[src/rtl/i2c_write_sequencer.sv]
// I2C register-write frame sequencer: buffers payload bytes, then emits addr/reg/data bytes to a bit-level transmitter.
// Optional NACK retry is compiled in with `define I2C_SEQ_RETRY_EN.
module i2c_write_sequencer #(
  parameter int FIFO_DEPTH = 4,
  parameter int RETRY_MAX  = 3
) (
  input  logic       clk,
  input  logic       rst,
  input  logic       cmd_valid,
  output logic       cmd_ready,
  input  logic [6:0] cmd_dev_addr,
  input  logic [7:0] cmd_reg_addr,
  input  logic [3:0] cmd_len,
  input  logic       wr_data_valid,
  input  logic [7:0] wr_data,
  output logic       wr_data_ready,
  output logic       tx_valid,
  output logic [7:0] tx_byte,
  output logic       tx_start,
  output logic       tx_stop,
  input  logic       tx_ready,
  input  logic       ack_valid,
  input  logic       ack_nack,
  output logic       busy,
  output logic       done,
  output logic       error,
  output logic [3:0] fifo_count
);
  localparam int AW = $clog2(FIFO_DEPTH);
  localparam logic [3:0] DEPTH = 4'(FIFO_DEPTH);

  typedef enum logic [3:0] {
    IDLE, WAIT_DATA, SEND_ADDR, WAIT_ACK_ADDR, SEND_REG,
    WAIT_ACK_REG, SEND_DATA, WAIT_ACK_DATA, FINISH
  } state_t;

  state_t        state;
  logic [7:0]    mem [FIFO_DEPTH];
  logic [AW-1:0] head, tail, rd_ptr;
  logic [3:0]    count, len_r, sent;
  logic [6:0]    dev_r;
  logic [7:0]    reg_r;
  logic          push, pop, nack_in, give_up;

  assign fifo_count    = count;
  assign wr_data_ready = (count != DEPTH);
  assign push          = wr_data_valid && (count != DEPTH);
  assign busy          = (state != IDLE);
  assign cmd_ready     = (state == IDLE);
  assign nack_in       = ack_valid && ack_nack &&
                         (state == WAIT_ACK_ADDR || state == WAIT_ACK_REG || state == WAIT_ACK_DATA);

`ifdef I2C_SEQ_RETRY_EN
  localparam int RW = $clog2(RETRY_MAX + 1) + 1;
  localparam logic [RW-1:0] RMAX = RW'(RETRY_MAX);
  logic [RW-1:0] retries;
  assign give_up = nack_in && (retries >= RMAX);
`else
  assign give_up = nack_in;
`endif

  // head only moves on frame commit or abandoned frame, so retries re-read the same bytes
  assign pop = (state == FINISH) || give_up;

  always_ff @(posedge clk)
    if (push) mem[tail] <= wr_data;

  always_ff @(posedge clk) begin
    if (rst) begin
      head  <= '0;
      tail  <= '0;
      count <= '0;
    end else begin
      if (push) tail <= tail + 1'b1;
      if (pop)  head <= head + len_r[AW-1:0];
      count <= count + {3'b000, push} - (pop ? len_r : 4'd0);
    end
  end

  always_ff @(posedge clk) begin
    if (rst) begin
      state    <= IDLE;
      tx_valid <= 1'b0;
      tx_byte  <= 8'h00;
      tx_start <= 1'b0;
      tx_stop  <= 1'b0;
      done     <= 1'b0;
      error    <= 1'b0;
      dev_r    <= '0;
      reg_r    <= '0;
      len_r    <= '0;
      sent     <= '0;
      rd_ptr   <= '0;
`ifdef I2C_SEQ_RETRY_EN
      retries  <= '0;
`endif
    end else begin
      done  <= 1'b0;
      error <= 1'b0;
      case (state)
        IDLE: if (cmd_valid) begin
          dev_r  <= cmd_dev_addr;
          reg_r  <= cmd_reg_addr;
          len_r  <= cmd_len;
          sent   <= '0;
          rd_ptr <= head;
`ifdef I2C_SEQ_RETRY_EN
          retries <= '0;
`endif
          if (cmd_len > DEPTH) error <= 1'b1;
          else                 state <= WAIT_DATA;
        end
        WAIT_DATA: if (count >= len_r) begin
          state    <= SEND_ADDR;
          tx_valid <= 1'b1;
          tx_byte  <= {dev_r, 1'b0};
          tx_start <= 1'b1;
          tx_stop  <= 1'b0;
        end
        SEND_ADDR, SEND_REG, SEND_DATA: if (tx_ready) begin
          tx_valid <= 1'b0;
          tx_byte  <= 8'h00;
          tx_start <= 1'b0;
          tx_stop  <= 1'b0;
          if (state == SEND_ADDR)     state <= WAIT_ACK_ADDR;
          else if (state == SEND_REG) state <= WAIT_ACK_REG;
          else begin
            state  <= WAIT_ACK_DATA;
            rd_ptr <= rd_ptr + 1'b1;
            sent   <= sent + 4'd1;
          end
        end
        WAIT_ACK_ADDR: if (ack_valid && !ack_nack) begin
          state    <= SEND_REG;
          tx_valid <= 1'b1;
          tx_byte  <= reg_r;
          tx_stop  <= (len_r == 4'd0);
        end
        WAIT_ACK_REG, WAIT_ACK_DATA: if (ack_valid && !ack_nack) begin
          if (sent == len_r) begin
            state <= FINISH;
            done  <= 1'b1;
          end else begin
            state    <= SEND_DATA;
            tx_valid <= 1'b1;
            tx_byte  <= mem[rd_ptr];
            tx_stop  <= (sent + 4'd1 == len_r);
          end
        end
        FINISH:  state <= IDLE;
        default: state <= IDLE;
      endcase

      if (nack_in) begin
        rd_ptr <= head;
        sent   <= '0;
      end
`ifdef I2C_SEQ_RETRY_EN
      if (nack_in && !give_up) begin
        retries  <= retries + 1'b1;
        state    <= SEND_ADDR;
        tx_valid <= 1'b1;
        tx_byte  <= {dev_r, 1'b0};
        tx_start <= 1'b1;
        tx_stop  <= 1'b0;
      end
`endif
      if (give_up) begin
        error <= 1'b1;
        state <= IDLE;
      end
    end
  end
endmodule

[config.mk]
export PLATFORM = sky130hd
export DESIGN_NAME = i2c_write_sequencer
export DESIGN_NICKNAME = d
export VERILOG_FILES = /design/src/rtl/i2c_write_sequencer.sv
export SDC_FILE = /design/constraint.sdc
export NUM_CORES = 1
export LEC_CHECK = 0
export ABC_CLOCK_PERIOD_IN_PS = 7300
export CAP_MARGIN = 25
export CORE_MARGIN = 2
export CORE_UTILIZATION = 50
export DETAILED_ROUTE_END_ITERATION = 8
export GPL_ROUTABILITY_DRIVEN = 0
export HOLD_SLACK_MARGIN = 0.12
export PLACE_DENSITY = 0.74
export SKIP_CTS_REPAIR_TIMING = 1
export SLEW_MARGIN = 20
export SYNTH_ARGS = -nofsm -noshare
export SYNTH_HDL_FRONTEND = slang
export SYNTH_SLANG_ARGS = --single-unit
[constraint.sdc]
create_clock -name clk -period 7.3 [get_ports clk]
set_clock_uncertainty 0.15 [all_clocks]
set_input_delay 1.825 -clock clk [delete_from_list [all_inputs] [get_ports clk]]
set_output_delay 1.825 -clock clk [all_outputs]
set_load 0.01 [all_outputs]
==> flow_metrics.py <==
metrics = {
    "status": {
        "result_of_the_run": "finished clean",
    },
    "run": {
        "drv.max_cap_violation_count": 0,
    },
    "route": {
        "drt_pre_antenna_iters": 6,
        "routed-via-count": 2815,
        "drc": 0,
        "wl_um": 8132,
        "avgRoutedWirePerCell_um": 15.55,
        "final_antenna_net_count": 0,
        "drt-initial-drc-count": 135,
        "vias_per_cell": 5.382,
    },
    "critical_path": {
        "worstPathCellList": "clkdlybuf4s50_1, nand2_1, nor3_1, a21o_1, nand2_1, ha_1, ha_1, a21o_1, a21oi_1, xnor2_1, xnor2_1, nor2_1",
        "critical_path.max_stage_delay_ns": 0.48,
        "cpMaxStageDelayCell": "sky130_fd_sc_hd__clkdlybuf4s50_1",
        "startpoint_class_of_the_critical_path": "input port",
        "cp_data_arrival_time_ns": 4.39,
        "worst_setup_path_end_kind": "flop",
        "reg2regPathDepth": 11,
        "r2r_start": "state[2]",
        "required_ns": 7.39,
        "path_max_fanout": 6,
        "crit_start": "ack_valid",
        "criticalPathCategory": "input port to flop",
    },
    "floorplan": {
        "dieWidth_um": 92.08,
        "fp.dieArea_sq_um": 8478,
        "count_of_pins_on_the_block_boundary": 54,
        "initial_core_utilization": 0.5099,
        "core_region_area_sq_um": 7607,
        "std_cell_rows": 32,
        "die_height_um": 92.08,
    },
    "placement": {
        "placed_cells_incl_taps": 507,
        "dp.final_hpwl_um": 5679,
        "io_buf_count": 53,
        "place_ws_ns": 2.622,
    },
    "clock_tree": {
        "cts_max_path_buffers": 2,
        "htreeDepth": 3,
        "tritoncts_clock_tree": "yes",
        "cts-buffers-inserted": 9,
        "clkLatencyLatePin_ns": 0.37,
        "clk_transition_reported_paths_ns": 0.09,
        "clock_sinks": 84,
        "clock_tree_root_driver_cell": "sky130_fd_sc_hd__clkbuf_8",
    },
    "synth": {
        "netlist_cell_types": 51,
        "part_of_the_yosys_area_used_for_sequential_elements": 0.5161,
        "synth.ff_latch_count": 84,
        "synth_nets": 421,
        "synth_async_sr_flop_share": 0,
        "yosys_warnings": 0,
        "synthesis.area_sq_um": 3879,
        "average_size_of_a_mapped_cell_sq_um": 10.48,
        "synth-edff-count": 32,
        "post_synth_inst_count": 370,
        "ys_dominant_reg_cell": "sky130_fd_sc_hd__dfxtp_1",
    },
    "timing": {
        "slew_at_the_pin_closest_to_its_max_slew_limit_ns": 0.7393,
        "final.setup.worst_slack_ns": 2.999,
        "layout_worst_path_cycle_share": 0.5892,
        "setup_repair_after_global_routing_missed_its_margin": "false",
        "fin_tns_setup_ns": 0,
        "max_freq_ghz": 0.2325,
        "hold_viol": 0,
        "max_slew_headroom": 0.5058,
        "post_route_minimum_period_ns": 4.301,
        "timing.final.max_slew_violations": 0,
        "fin_worst_hold_slack_ns": 0.3053,
        "setup_viol": 0,
    },
    "global_route": {
        "grt_first_pass_wirelength_um": 13420,
        "maximum_number_of_pins_on_one_net_before_global_route_repair": 45,
        "groute.usage.overall": 0.2015,
        "vias_in_the_first_global_route": 2729,
        "overall_overflow_remaining_after_global_route": 0,
        "antenna_found_initial": 0,
    },
    "pwr": {
        "fin_total_pwr_mw": 1.556,
        "vdd_drop_max_mv": 0.1627,
        "power_density_over_cell_area_nw_per_um2": 334.6,
        "p_leak_nw": 1.715,
    },
    "finish": {
        "stdcell_count": 523,
        "final_nets": 467,
        "fillers": 637,
        "area_growth_syn_to_layout_pct": 19.90,
        "fraction_of_final_layout_cells_sized_beyond_drive_strength_1": 0.08789,
        "inserted_diodes": 0,
    },
    "hold_path": {
        "holdCritStartpoint": "dev_r[6]",
        "hold_path_class": "flop to flop",
        "min_path_cells": 2,
    },
}
-- layout make-up --
type	instances	area, sq um	share of cell area
clock buffers	9	123.9	0.02663
inverters	11	41.29	0.008878
repair buffers	55	545.5	0.1173
flip-flops and latches	84	2002	0.4305
clock inverters	7	68.82	0.01480
well taps	102	127.6	0.02744
multi-input cells	255	1742	0.3745
-- cells by family (layout without fill, tap and decap cells) --
family | Yosys count | in the layout | synth area share
AND/OR/NAND/NOR | 134 | 134 | 0.1710
XOR/XNOR | 17 | 17 | 0.04033
buffers and inverters | 31 | 82 | 0.03483
adder cells (fa/ha/maj) | 17 | 17 | 0.05677
multiplexers | 17 | 17 | 0.06968
flip-flops | 84 | 84 | 0.5161
AO/OA/AOI/OAI | 70 | 70 | 0.1113
-- per-stage QoR --
step,util,area (sq um)
global route,0.6113,4651
detailed placement,0.5860,4458
CTS,0.6113,4651
finish,0.6113,4651
floorplan,-,3879
global placement,0.5860,4458
-- placed cells by master (no fill, tap or decap), drive strengths merged, types with 3 or more instances in the layout --
cell / netlist / final
nand2b: 7 / 7
o21ai: 13 / 13
edfxtp: 32 / 32
mux2i: 9 / 9
nand2: 56 / 56
xnor2: 9 / 9
a21oi: 37 / 37
nand3: 4 / 4
nor2: 26 / 26
and3: 6 / 6
xor2: 8 / 8
and2: 4 / 4
inv: 10 / 17
nor2b: 10 / 10
clkdlybuf4s50: 0 / 53
o21a: 3 / 3
mux4: 8 / 8
ha: 16 / 16
dfxtp: 52 / 52
nor3: 6 / 6
nor3b: 3 / 3
a22oi: 6 / 6
nor4b: 3 / 3
a31oi: 3 / 3
clkbuf: 14 / 9
-- critical path, delay by kind of cell --
kind                       cells  cell delay (ns)
xor gates and xnor gates       2             0.31
adders and majority gates      2             0.64
AOI/OAI and AO/OA              3             0.58
and+or+nand+nor                4             0.57
buffers and inverters          1             0.48
-- routing by layer --
| layer | part of all wire | vias to the layer above | GRT usage | routed length (um) |
|---|---|---|---|---|
| li1 | - | 1399 | - | - |
| met1 | 0.46 | 1340 | 0.2664 | 3758 |
| met2 | 0.48 | 64 | 0.3297 | 3879 |
| met3 | 0.044 | 12 | 0.04601 | 359 |
| met4 | 0.016 | 0 | 0.06468 | 134 |
| met5 | 0 | - | 0 | 0 |
-- cells in the mapped netlist, types with 8 or more instances --
master	n	area, sq um
sky130_fd_sc_hd__mux2i_1	9	90.09
sky130_fd_sc_hd__nor2b_1	10	62.56
sky130_fd_sc_hd__clkbuf_1	14	52.55
sky130_fd_sc_hd__mux4_2	8	180.2
sky130_fd_sc_hd__xnor2_1	9	78.83
sky130_fd_sc_hd__dfxtp_1	52	1041
sky130_fd_sc_hd__edfxtp_1	32	960.9
sky130_fd_sc_hd__inv_1	9	33.78
sky130_fd_sc_hd__nand2_1	55	206.5
sky130_fd_sc_hd__ha_1	16	200.2
sky130_fd_sc_hd__a21oi_1	36	180.2
sky130_fd_sc_hd__o21ai_0	10	50.05
sky130_fd_sc_hd__nor2_1	25	93.84
-- state kept, by name, summed over array words and instances (netlist names), named ones only --
signal / count
tx_byte: 8
tx_stop: 1
error: 1
head: 2
state: 4
sent: 4
tx_start: 1
tail: 2
mem: 32
done: 1
fifo_count: 4
rd_ptr: 2
reg_r: 8
tx_valid: 1
len_r: 4
dev_r: 7
-- power breakdown --
part	leakage (nW)	internal, mW	switching [mW]	total (mW)
clock	0.101	0.136	0.193	0.329
sequential	0.718	0.563	0.0734	0.637
combinational	0.896	0.266	0.324	0.590
total	1.71	0.966	0.590	1.56
-- final timing paths --
| kind | to | slack (ns) |
|---|---|---|
| setup / recovery | fifo_count[3] | 3.00 |
| hold / removal | dev_r[6] | 0.31 |
| setup reg to reg | fifo_count[3] | 4.00 |
| hold reg to reg | dev_r[6] | 0.31 |
Note: power is estimated with default switching activity, not from simulation.
